===== src/rtl/snake_pkg.sv =====
// Shared codes for the snake game datapath: game states, directions,
// button encodings and step-sequencer phases.
package snake_pkg;

  localparam logic [1:0] GS_INIT = 2'd0;
  localparam logic [1:0] GS_RUN  = 2'd1;
  localparam logic [1:0] GS_STOP = 2'd2;

  localparam logic [1:0] DIR_UP    = 2'd0;
  localparam logic [1:0] DIR_DOWN  = 2'd1;
  localparam logic [1:0] DIR_LEFT  = 2'd2;
  localparam logic [1:0] DIR_RIGHT = 2'd3;

  localparam logic [3:0] BTN_UP    = 4'b0001;
  localparam logic [3:0] BTN_DOWN  = 4'b0010;
  localparam logic [3:0] BTN_LEFT  = 4'b0100;
  localparam logic [3:0] BTN_RIGHT = 4'b1000;

  localparam logic [15:0] STEP_MAX = 16'hFFFF;

  typedef enum logic [2:0] {
    PH_IDLE       = 3'd0,
    PH_WAIT_TICK  = 3'd1,
    PH_LATCH_DIR  = 3'd2,
    PH_LOGIC_REQ  = 3'd3,
    PH_LOGIC_WAIT = 3'd4,
    PH_PRNG_REQ   = 3'd5,
    PH_PRNG_WAIT  = 3'd6,
    PH_DEAD       = 3'd7
  } phase_t;

  function automatic logic [1:0] dir_opposite(
    input logic [1:0] d
  );
    logic [1:0] o;
    unique case (d)
      DIR_UP:   o = DIR_DOWN;
      DIR_DOWN: o = DIR_UP;
      DIR_LEFT: o = DIR_RIGHT;
      default:  o = DIR_LEFT;
    endcase
    return o;
  endfunction

  function automatic logic [1:0] btn_to_dir(
    input logic [3:0] b
  );
    logic [1:0] d;
    case (b)
      BTN_UP:   d = DIR_UP;
      BTN_DOWN: d = DIR_DOWN;
      BTN_LEFT: d = DIR_LEFT;
      default:  d = DIR_RIGHT;
    endcase
    return d;
  endfunction

endpackage


===== src/rtl/step_sequencer_tick_div.sv =====
// Game tick divider: counts up to TICK_DIV-1 and parks there until
// the sequencer clears it, so a pending tick is never lost or doubled.
module step_tick_div #(
  parameter int TICK_DIV = 25_000_000,
  parameter int CNT_W    = 25
) (
  input  logic clka,
  input  logic restart,
  input  logic run,
  input  logic clear,
  output logic tick_pending
);

  localparam logic [CNT_W-1:0] LAST = CNT_W'(TICK_DIV - 1);

  logic [CNT_W-1:0] cnt;

  always_ff @(posedge clka or posedge restart) begin
    if (restart) begin
      cnt <= '0;
    end else if (clear) begin
      cnt <= '0;
    end else if (run && cnt != LAST) begin
      cnt <= cnt + CNT_W'(1);
    end
  end

  assign tick_pending = (cnt == LAST);

endmodule


===== src/rtl/step_sequencer.sv =====
// One snake step per game tick: direction latch, logic/PRNG handshakes,
// step counter and collision latch.
module step_sequencer
  import snake_pkg::*;
#(
  parameter int TICK_DIV = 25_000_000,
  parameter int CNT_W    = 25
) (
  input  logic        clka,
  input  logic        restart,
  input  logic [1:0]  game_state,
  input  logic [3:0]  direction_in,
  input  logic        logic_done,
  input  logic        logic_dead,
  input  logic        logic_ate,
  input  logic        prng_done,
  output logic [1:0]  direction_state,
  output logic        logic_start,
  output logic        prng_start,
  output logic [2:0]  execution_state,
  output logic [15:0] step_count,
  output logic        game_over
);

  phase_t phase;
  phase_t phase_nx;

  logic run_gs;
  logic active;
  logic in_step;
  logic abort;
  logic tick_pending;
  logic tick_run;
  logic tick_clear;
  logic press_ok;
  logic [1:0] press_dir;
  logic dir_buf_vld;
  logic [1:0] dir_buf;
  logic game_reset;
  logic [1:0] dir_nx;
  logic [15:0] step_nx;
  logic over_nx;
  logic lstart_nx;
  logic pstart_nx;

  assign run_gs  = (game_state == GS_RUN);
  assign active  = (phase != PH_IDLE) && (phase != PH_DEAD);
  assign in_step = active && (phase != PH_WAIT_TICK);
  assign abort   = active && !run_gs;

  // Count restarts only once the step is finished.
  assign tick_run   = active && run_gs;
  assign tick_clear = !active || abort ||
                      (in_step && phase_nx == PH_WAIT_TICK);

  assign press_dir = btn_to_dir(direction_in);
  assign press_ok  = $onehot(direction_in) &&
                     (press_dir != dir_opposite(direction_state));

  assign game_reset = !active && (game_state == GS_INIT);
  assign execution_state = phase;

  step_tick_div #(
    .TICK_DIV (TICK_DIV),
    .CNT_W    (CNT_W)
  ) u_tick (
    .clka         (clka),
    .restart      (restart),
    .run          (tick_run),
    .clear        (tick_clear),
    .tick_pending (tick_pending)
  );

  always_ff @(posedge clka or posedge restart) begin
    if (restart) phase <= PH_IDLE;
    else         phase <= phase_nx;
  end

  always_comb begin
    phase_nx = phase;
    if (abort) begin
      phase_nx = PH_IDLE;
    end else begin
      unique case (phase)
        PH_IDLE:
          if (run_gs) phase_nx = PH_WAIT_TICK;
        PH_WAIT_TICK:
          if (tick_pending) phase_nx = PH_LATCH_DIR;
        PH_LATCH_DIR:
          phase_nx = PH_LOGIC_REQ;
        PH_LOGIC_REQ:
          phase_nx = PH_LOGIC_WAIT;
        PH_LOGIC_WAIT:
          if (logic_done) begin
            if (logic_dead)     phase_nx = PH_DEAD;
            else if (logic_ate) phase_nx = PH_PRNG_REQ;
            else                phase_nx = PH_WAIT_TICK;
          end
        PH_PRNG_REQ:
          phase_nx = PH_PRNG_WAIT;
        PH_PRNG_WAIT:
          if (prng_done) phase_nx = PH_WAIT_TICK;
        PH_DEAD:
          if (game_state == GS_INIT) phase_nx = PH_IDLE;
        default:
          phase_nx = PH_IDLE;
      endcase
    end
  end

  always_comb begin
    dir_nx    = direction_state;
    step_nx   = step_count;
    over_nx   = game_over;
    lstart_nx = (phase_nx == PH_LOGIC_REQ);
    pstart_nx = (phase_nx == PH_PRNG_REQ);
    if (game_reset) begin
      dir_nx  = DIR_RIGHT;
      step_nx = '0;
      over_nx = 1'b0;
    end else begin
      // A press in the tick cycle itself still counts for this step.
      if (phase_nx == PH_LATCH_DIR) begin
        if (dir_buf_vld)   dir_nx = dir_buf;
        else if (press_ok) dir_nx = press_dir;
        if (step_count != STEP_MAX) step_nx = step_count + 16'd1;
      end
      if (phase_nx == PH_DEAD) over_nx = 1'b1;
    end
  end

  always_ff @(posedge clka or posedge restart) begin
    if (restart) begin
      direction_state <= DIR_RIGHT;
      step_count      <= '0;
      game_over       <= 1'b0;
      logic_start     <= 1'b0;
      prng_start      <= 1'b0;
      dir_buf_vld     <= 1'b0;
      dir_buf         <= DIR_RIGHT;
    end else begin
      direction_state <= dir_nx;
      step_count      <= step_nx;
      game_over       <= over_nx;
      logic_start     <= lstart_nx;
      prng_start      <= pstart_nx;
      if (!active || abort) begin
        dir_buf_vld <= 1'b0;
      end else if (phase == PH_LATCH_DIR) begin
        dir_buf_vld <= press_ok;
        dir_buf     <= press_dir;
      end else if (!dir_buf_vld && press_ok) begin
        dir_buf_vld <= 1'b1;
        dir_buf     <= press_dir;
      end
    end
  end

endmodule

===== config.mk =====
export PLATFORM = sky130hd
export DESIGN_NAME = step_sequencer
export DESIGN_NICKNAME = d
export VERILOG_FILES = /design/src/rtl/snake_pkg.sv /design/src/rtl/step_sequencer_tick_div.sv /design/src/rtl/step_sequencer.sv
export SDC_FILE = /design/constraint.sdc
export NUM_CORES = 1
export LEC_CHECK = 0
export BUFFER_PORTS_ARGS = -buffer_cell sky130_fd_sc_hd__buf_2
export CORE_AREA = 2 2 72 74
export CTS_CLUSTER_DIAMETER = 100
export CTS_CLUSTER_SIZE = 16
export DETAILED_ROUTE_END_ITERATION = 8
export DIE_AREA = 0 0 74 76
export GPL_ROUTABILITY_DRIVEN = 0
export HOLD_SLACK_MARGIN = 0.15
export PLACE_DENSITY = 0.83
export SLEW_MARGIN = 10
export SYNTH_ARGS = -nofsm -noshare
export SYNTH_HDL_FRONTEND = slang
export SYNTH_SLANG_ARGS = --single-unit

===== constraint.sdc =====
create_clock -name clka -period 3.1 [get_ports clka]
set_input_delay 0.31 -clock clka [delete_from_list [all_inputs] [get_ports clka]]
set_output_delay 0.31 -clock clka [all_outputs]
set_load 0.01 [all_outputs]

# Yosys cells after proc, flatten, opt, wreduce, memory -nomap -nowiden

Index checks and enable logic that the tools add are counted.

Bits in registers: 52
Latch bits: 0
Bits in writable memories: 0
ROM bits: 0
Input bits: 12
Output and inout port bits: 24
Memories: 0

Add/sub/neg operators: 5
$mul: 0
Divide/modulo/power cells: 0
Magnitude comparators: 0
Equal/unequal tests: 25
Shift operators: 0
Mux-type cells: 27
Bitwise logic cells: 1
Reduce and logical (&&, ||, !) cells: 28

Operator list:

| cell                                                            | count |
|---|---|
| 25-bit 2-to-1 mux                                               | 2 |
| 16-bit 2-to-1 mux                                               | 3 |
| 25-bit by 1-bit adder with 25-bit output, second input constant | 1 |
| 25-bit == test, second input constant                           | 1 |
| 25-bit != test, second input constant                           | 1 |
| 3-bit 2-to-1 mux                                                | 8 |
| 3-bit one-hot mux with 8 select lines                           | 1 |
| 3-bit == test, second input constant                            | 6 |
| 16-bit by 1-bit adder with 16-bit output, second input constant | 1 |
| 16-bit != test, second input constant                           | 1 |
| 3-bit by 2-bit == test with 1-bit output, second input constant | 4 |
| 2-bit 2-to-1 mux                                                | 6 |
| 2-bit one-hot mux with 3 select lines                           | 2 |
| 2-bit nonzero test                                              | 5 |
| 3-bit by 1-bit == test with 1-bit output, second input constant | 3 |
| 1-bit logical AND                                               | 9 |
| 3-bit nonzero test                                              | 3 |
| 2-bit AND reduction                                             | 3 |
| 1-bit 2-to-1 mux                                                | 5 |
| 1-bit by 1-bit adder with 2-bit output                          | 2 |
| 2-bit by 1-bit == test with 1-bit output, second input constant | 2 |
| 4-bit by 1-bit == test with 1-bit output, second input constant | 1 |
| 4-bit by 2-bit == test with 1-bit output, second input constant | 1 |
| 4-bit by 3-bit == test with 1-bit output, second input constant | 1 |
| 10 further kinds                                                | 14 |

# Logic depth before layout (Yosys ltp)

Gate-level depths: netlist of the first run.

Depth in word-level cells: 9
Gate-level depth with buffers: 10
Gate-level depth less buffers: 10

# By module

From an unflattened synthesis of the first run, not the netlist that was laid out.

Cells, all modules: 371
Area, all modules: 3323.2 sq um

By module, submodules not included:

| module         | times used | cells an instance | area each (sq um) | seq. area each (sq um) |
|---|---|---|---|---|
| step_sequencer | 1          | 204               | 1809.2            | 680.7 |
| step_tick_div  | 1          | 167               | 1514.0            | 625.6 |

# Worst setup path before layout of the first run

OpenSTA, ideal clock, no wires.

Path kind: input -> register
Start: in direction_in[0]
End: reg dir_buf[0]
Library setup time: 0.082 ns
Arrival time: 2.764 ns
Data required time: 3.018 ns
Setup slack: 0.254 ns
Stages: 10
Buffers on the path: 0
Path through: inv_1 fa_1 inv_1 ha_1 ha_1 or3b_2 or2_2 a221oi_1 o221ai_1 mux2_2

Longest elaborated chain between the ends: 7

RTL lines:

| item                                                                                                                  | RTL line                                   | source |
|---|---|---|
| start, declared                                                                                                       | step_sequencer.sv:12                       | `input logic [3:0] direction_in,` |
| 1-bit by 1-bit adder with 2-bit output (implied by the code) (tied with other cells)                                  | step_sequencer.sv:57                       | `assign press_ok = $onehot(direction_in) &&` |
| 2-bit by 2-bit adder with 3-bit output (implied by the code) or 2-bit one-hot mux with 3 select lines (tied branches) | step_sequencer.sv:57, snake_pkg.sv:49      |  |
| 3-bit by 1-bit == test with 1-bit output or 2-bit != test (tied branches)                                             | step_sequencer.sv:57, step_sequencer.sv:58 |  |
| 1-bit logical AND                                                                                                     | step_sequencer.sv:57                       |  |
| 1-bit logical AND                                                                                                     | step_sequencer.sv:152                      | `end else if (!dir_buf_vld && press_ok) begin` |
| 2-bit nonzero test (no line)                                                                                          | -                                          |  |
| 2-bit AND reduction (no line)                                                                                         | -                                          |  |
| end signal, assigned                                                                                                  | step_sequencer.sv:151                      | `dir_buf <= press_dir;` |
| end signal, assigned                                                                                                  | step_sequencer.sv:154                      | `dir_buf <= press_dir;` |
| end, declared                                                                                                         | step_sequencer.sv:38                       | `logic [1:0] dir_buf;` |

Several ways; a longest one is shown, not always the timed one. The select of a mux whose other input is x is not followed.
A chain may end at the register's enable or synchronous reset.

# Final worst setup path of the first run

Start: in direction_in[0]
End: reg dir_buf[1]

Same word-level chain as after synthesis.

==> run summary, run 1 <==
Leak pwr: 1.45 nW
Site Rows: 26
Seq/Total Area, Yosys: 45.2%
Clk sinks: 52
Max FO, Critical Path: 3
Cell chain of the critical path: buf_2 -> inv_1 -> fa_1 -> inv_1 -> ha_1 -> ha_1 -> or3b_2 -> or2_2 -> a221oi_1 -> o221ai_1 -> mux2_2
All-Layer GR Usage: 22.5%
WP depth: 11
Hold Vio Cnt, Final: 0
Largest net degree at the start of global routing: 53
Final Setup Violations: 0
Hold WC Path Type: input pin to async pin
Die height: 76 um
Max-slew violations: 0
Antenna violations before repair: 0
Detail Route Antenna Nets: 0
Post-synth EDFFs: 0
Worst-Margin Slew: 1.04 ns
P per Cell Area: 404 nW/um^2
Final Cycle Share: 89.8%
Layout area overhead: 11.5%
Initial DRC Count: 164
Cell family with most CP delay: adder cells
FFs w/ async S/R, synth: 100%
Total iterations of the first detailed-routing run: 4
PostCTS Resize Cnt: 0
Hpwl dp: 3980 um
Overall power: 1.30 mW
Core area: 4910 um^2
Crit path kind: input pin to register
Synth top area share: 41.6%
Outcome: finished clean
Register-to-Register Setup Slack: 0.80 ns
RSZ-0062 raised after global routing: no
WL final: 5560 um
Layout cell share with drive strength beyond 1: 18.1%
Max VDD drop: 0.241 mV
Synth Area per Inst: 9.45 um^2
Max-slew headroom: 30.9%
Cells after Synth: 306
Critical Path End Type: register
CP arrival: 3.03 ns
CTS root buffer: clkbuf_8
# fillers: 398
Remaining DRCs: 0
Area leader, netlist: dfrtp_1
CP peak stage delay: 0.53 ns
Vias after detailed routing: 2292
Most frequent cells after synthesis: nor2_1, dfrtp_1, xor2_1, nand2_1, nand3_1
Syn. warnings: 0
Setup TNS: 0 ns
Worst R2R Path Depth: 7
Remaining global-route overflow: 0
Max cap viols: 0
Post-CTS setup buffers: 0
R2r endpoint: u_tick.cnt[17]
Number of synthesized register bits: 52
Placed cell areas: 3120 um^2
Initial Util: 58.8%
Synth unique cells: 45
Vias in the first global route: 2398
Worst-Skew Late Latency: 0.31 ns
Worst setup path start: direction_in[0]
First-pass GRT wire length: 10200 um
Worst Path Buf+Inv: 3
WP data required: 3.35 ns
Critical path startpoint category: input pin
Finished Cell Area: 3220 um^2
Post-synth top flop: dfrtp_1
Antenna cells: 0
Avg WL per Cell: 13.5 um
Clock Skews: 0.00331 ns
Hold buffers post-CTS: 0
Clock transition at path regs: 0.09 ns
PortBufs: 35
Post-Syn Nets: 326
CTS buffer count: 5
Die X: 74 um
IO Pins: 36
Syn Std Cell Area: 2890 um^2
Die area: 5620 um^2
Critical R2R Launch: u_tick.cnt[15]
Top-count cell post-synth: nor2_1
H-tree Lvls: 2
Drt via density: 5.55
Min Tclk post-route: 2.78 ns
CTS tree: done
Largest cells by area after synthesis: dfrtp_1, xor2_1, nor2_1
Critical path capture point: dir_buf[1]
Nets: 362
Slowest cell on the critical path: fa_1
Max Fclk: 0.359 GHz
Clock buffer depth: 2
==> registers in the layout, summed over array words and instances, names as in the netlist <==
register and count:
game_over 1, step_count 16, direction_state 2, execution_state 3
u_tick.cnt 25, dir_buf_vld 1, dir_buf 2, prng_start 1
logic_start 1
==> logic make-up (layout without fill, tap and decap cells) <==
| group | count (synthesis) | in the layout | share of synthesized area (%) |
|---|---|---|---|
| and+or+nand+nor | 149 | 149 | 26.2 |
| xor gates and xnor gates | 38 | 38 | 11.5 |
| muxes | 8 | 8 | 2.94 |
| AOI/OAI and AO/OA | 31 | 31 | 7.19 |
| buffers and inverters | 20 | 57 | 3.20 |
| DFF | 52 | 52 | 45.2 |
| adders and majority gates | 8 | 8 | 3.72 |
==> per-stage QoR <==
| step | instances | setup WS (ns) | utilization (%) | hold slack [ns] |
|---|---|---|---|---|
| floorplan | 306 | 0.254 | - | 0.497 |
| detailed placement | 405 | -0.0227 | 63.6 | 0.484 |
| global route | 413 | 0.174 | 65.6 | 0.347 |
| CTS | 413 | 0.316 | 65.6 | 0.285 |
| finish | 413 | 0.316 | 65.6 | 0.247 |
| global placement | 405 | 0.103 | 63.6 | 0.476 |
==> power breakdown <==
| group | switching [mW] | total (mW) | internal (mW) |
|---|---|---|---|
| Combinational | 0.104 | 0.159 | 0.0551 |
| Clock | 0.226 | 0.407 | 0.181 |
| Sequential | 0.0269 | 0.735 | 0.708 |
==> worst min-delay path by stage <==
| stage | to | slack (ns) | depth (start not counted) | start |
|---|---|---|---|---|
| 2_1_floorplan | u_tick.cnt[24] | 0.50 | 2 | u_tick.cnt[24] |
| 3_3_place_gp | game_over | 0.48 | 1 | game_over |
| 3_5_place_dp | game_over | 0.48 | 1 | game_over |
| 4_1_cts | step_count[10] | 0.29 | 2 | restart |
| 5_1_grt | step_count[10] | 0.35 | 2 | restart |
| 6_report | step_count[10] | 0.25 | 2 | restart |
==> placed cells by master (no fill, tap or decap), types with 2 or more instances in the layout <==
cell	n
xor2_1	29
and2_1	3
nor3b_1	2
clkinvlp_4	2
a211o_1	2
and4_1	3
clkbuf_8	6
and3_1	4
buf_4	3
nor2_1	53
dfstp_2	4
dfrtp_1	48
ha_1	7
nor4b_2	2
nand2_1	23
mux2i_1	4
nand3_1	21
inv_1	10
or2_2	2
o21ai_0	5
o211ai_1	3
o311ai_0	2
buf_2	35
xnor2_1	9
nor3_1	6
mux2_2	4
nand4_1	17
a31oi_1	6
nand2b_1	2
nor4_1	3
a21oi_1	7
==> layout make-up <==
| class | count | area (um^2) | area share, % |
|---|---|---|---|
| inverters | 11 | 41.3 | 1.28 |
| flip-flops and latches | 52 | 1310 | 40.5 |
| well taps | 70 | 87.6 | 2.72 |
| repair buffers | 38 | 198 | 6.14 |
| clock buffers | 6 | 82.6 | 2.56 |
| clock inverters | 2 | 15.0 | 0.466 |
| multi-input cells | 234 | 1490 | 46.3 |
==> worst reg2reg max path: stages, from the launching register on <==
cell and delay (ns):
dfrtp_1 0.47, nor4b_2 0.29, nand4_1 0.25, nor3_4 0.47
nor2_2 0.12, a211o_1 0.28, buf_4 0.22, nor2_1 0.13
==> metal layers <==
layer / GRT usage [%] / part of all wire, % / vias to the layer above
met2: 37.8 / 50 / 53
li1: - / - / 1141
met1: 28.4 / 44 / 1084
met3: 3.97 / 4.3 / 14
met5: 0 / 0 / -
met4: 8.55 / 2.1 / 0
(Power assumes the default switching activity.)
==> run 2: changes to the inputs <==
--- a/config.mk
+++ b/config.mk
@@ -5,15 +5,16 @@
 export SDC_FILE = /design/constraint.sdc
 export NUM_CORES = 1
 export LEC_CHECK = 0
+export ABC_AREA = 1
 export BUFFER_PORTS_ARGS = -buffer_cell sky130_fd_sc_hd__buf_2
-export CORE_AREA = 2 2 72 74
+export CORE_AREA = 2 2 77 79
 export CTS_CLUSTER_DIAMETER = 100
 export CTS_CLUSTER_SIZE = 16
 export DETAILED_ROUTE_END_ITERATION = 8
-export DIE_AREA = 0 0 74 76
+export DIE_AREA = 0 0 79 81
 export GPL_ROUTABILITY_DRIVEN = 0
 export HOLD_SLACK_MARGIN = 0.15
-export PLACE_DENSITY = 0.83
+export PLACE_DENSITY = 0.85
 export SLEW_MARGIN = 10
 export SYNTH_ARGS = -nofsm -noshare
 export SYNTH_HDL_FRONTEND = slang
==> run 2 against run 1 <==
Synthesized area up 19%. Total power up 57%. Core utilization up 0.22 points. Global-route usage up 0.18 points. Critical path depth down 2. Wire length up 19%. Hold slack better by 0.0079 ns. Via count up 26%. Register-to-register slack worse by 0.15 ns. Synthesized cell count up 44%. Flip-flop and latch count unchanged. Final area up 16%. Critical path type is now register to register. Critical endpoint is now step_count[7].
==> run summary, run 2 <==
Outcome: finished clean
Detail Route Antenna Nets: 0 (unchanged)
Overall power: 2.05 mW (+57%)
Setup TNS: 0 ns (unchanged)
RSZ-0062 raised after global routing: no
Commonest non-fill, non-tap cell in the layout: nand2_1
CTS buffer count: 5 (unchanged)
P per Cell Area: 549 nW/um^2 (+36%)
All-Layer GR Usage: 22.6% (+0.18 points)
Site Rows: 28 (+7.7%)
Hold WS: 0.255 ns (+0.00793 ns)
Util after Layout: 65.8% (+0.22 points)
Worst-Margin Slew: 1.04 ns (+0.000518 ns)
Min Tclk post-route: 2.45 ns (-0.336 ns)
CP peak stage delay: 0.49 ns (-0.04 ns)
Largest net degree at the start of global routing: 53 (unchanged)
Placed Cells: 545 (+35%)
Cell mode on critical path: nand2_1
IO Pins: 36 (unchanged)
Most frequent cells in the layout: nand2_1, nor2_1, dfrtp_1, inv_1, buf_2
Die area: 6400 um^2 (+14%)
Syn Std Cell Area: 3450 um^2 (+19%)
Synth top area share: 34.8% (-6.7 points)
Final Cycle Share: 79.0% (-11 points)
WL final: 6610 um (+19%)
Max-slew headroom: 30.8% (-0.035 points)
Hpwl dp: 4920 um (+24%)
CTS tree: done
Total iterations of the first detailed-routing run: 4 (unchanged)
Top reg by flops: u_tick.cnt
Post-synth EDFFs: 0 (unchanged)
PortBufs: 35 (unchanged)
Leak pwr: 1.73 nW (+19%)
Final Setup Violations: 0 (unchanged)
Clock buffer depth: 2 (unchanged)
Post-synth top flop: dfrtp_1
Die height: 81 um (+6.6%)
Max Fclk: 0.409 GHz (+14%)
Initial Util: 60.8% (+1.9 points)
Max-slew violations: 0 (unchanged)
Worst-Skew Late Latency: 0.31 ns (about the same)
FFs w/ async S/R, synth: 100% (unchanged)
Final Non-Filler Cells: 553 (+34%)
Remaining global-route overflow: 0 (unchanged)
Syn. warnings: 0 (unchanged)
Max cap viols: 0 (unchanged)
Remaining DRCs: 0 (unchanged)
Die X: 79 um (+6.8%)
Cells after Synth: 442 (+44%)
Clock transition at path regs: 0.08 ns (about the same)
Number of synthesized register bits: 52 (unchanged)
Post-Syn Nets: 462 (+42%)
Cell chain of the critical path: ha_1 -> nand3_1 -> nor3_2 -> nand2_1 -> nor2_1 -> nand4_2 -> nand2_2 -> nand2_1 -> nand2_1
Layout area overhead: 8.31%
Max VDD drop: 0.474 mV (+97%)
Antenna violations before repair: 0 (unchanged)
Synth Area per Inst: 7.80 um^2 (-17%)
Largest cells by area after synthesis: dfrtp_1, nand2_1, nor2_1
Layout cell share with drive strength beyond 1: 22.0% (+3.9 points)
Area leader, netlist: dfrtp_1
CTS root buffer: clkbuf_8
CP arrival: 2.69 ns (-0.34 ns)
WP data required: 3.35 ns (about the same)
Initial DRC Count: 207 (+26%)
Clk sinks: 52 (unchanged)
Nets: 497 (+37%)
Clock Skews: 0.00905 ns (+0.00574 ns)
Largest register FFs: 25 (unchanged)
First-pass GRT wire length: 11800 um (+16%)
Synth unique cells: 40 (-11%)
Most frequent cells after synthesis: nand2_1, nor2_1, dfrtp_1, inv_1, nand3_1
H-tree Lvls: 2 (unchanged)
Slowest cell on the critical path: nand2_2
Critical Path End Type: register
Seq/Total Area, Yosys: 37.9% (-7.3 points)
Vias after detailed routing: 2893 (+26%)
PostCTS Resize Cnt: 0 (unchanged)
Critical path startpoint category: register
Max FO, Critical Path: 17 (+14)
Avg WL per Cell: 12.0 um (-11%)
Crit path kind: register to register
Top-count cell post-synth: nand2_1
Drt via density: 5.23 (-5.7%)
Antenna cells: 0 (unchanged)
Post-CTS setup buffers: 0 (unchanged)
Hold Vio Cnt, Final: 0 (unchanged)
Vias in the first global route: 2849 (+19%)
Core area: 5680 um^2 (+16%)
Hold buffers post-CTS: 0 (unchanged)
Hold WC Path Type: input pin to async pin
run 2: cell types whose count changed in the layout (fill, tap and decap cells not counted), moves of 9 or more:
cell,change
inv_1,+31
nor2_2,+14
nand3_2,+13
nand2_1,+78
nor3_1,+12
nand4_1,-9
nand3_1,+12
run 2: report_power, final:
group          switching [mW]  internal, mW  leakage (nW)  total [mW]
combinational           0.424         0.259         0.976       0.683
clock                   0.210         0.182        0.0455       0.393
sequential              0.157         0.816         0.705       0.973
total                   0.791          1.26          1.73        2.05
run 2: critical path, delay by kind of cell (launching register included):
kind	cells	cell delay (ns)
flops	1	0.41
simple gates	8	1.74
fa+ha+maj	1	0.24
run 2: final timing paths:
kind / startpoint / to / slack (ns) / depth (start not counted)
setup / recovery: step_count[0] / step_count[7] / 0.65 / 9
hold / removal: restart / step_count[9] / 0.25 / 2
setup reg to reg: step_count[0] / step_count[7] / 0.65 / 9
hold reg to reg: dir_buf[1] / dir_buf[1] / 0.50 / 2
max in group asynchronous: restart / u_tick.cnt[23] / 2.21 / 2
min in group clka: logic_ate / logic_start / 0.38 / 6
run 2: cells by family (layout without fill, tap and decap cells):
kind of cell / after synthesis / count (layout) / synth area share, %
DFF: 52 / 52 / 37.9
AOI/OAI and AO/OA: 20 / 20 / 3.48
and+or+nand+nor: 274 / 274 / 40.0
adders and majority gates: 8 / 8 / 3.12
xor gates and xnor gates: 31 / 31 / 7.87
buffers and inverters: 57 / 93 / 7.66
run 2: per-layer routing:
| metal | global-route usage [%] | wire length, um | part of all wire (%) |
|---|---|---|---|
| met5 | 0 | 0 | 0 |
| met4 | 7.24 | 72 | 1.1 |
| met3 | 3.67 | 230 | 3.5 |
| met2 | 40.8 | 3340 | 51 |
| met1 | 27.8 | 2970 | 45 |
run 2: through the flow:
step | area [um^2] | setup slack (ns)
after floorplan | 3450 | 1.08
final | 3730 | 0.652
after detailed placement | 3640 | 0.638
after global placement | 3640 | 0.783
after global routing | 3730 | 0.419
after CTS | 3730 | 0.623
run 2: cell type report:
type | count | area (um^2)
fillers | 472 | 1940
clock buffers | 8 | 90.1
repair buffers | 36 | 183
inverters | 49 | 184
flip-flops and latches | 52 | 1310
well taps | 75 | 93.8
multi-input cells | 333 | 1880
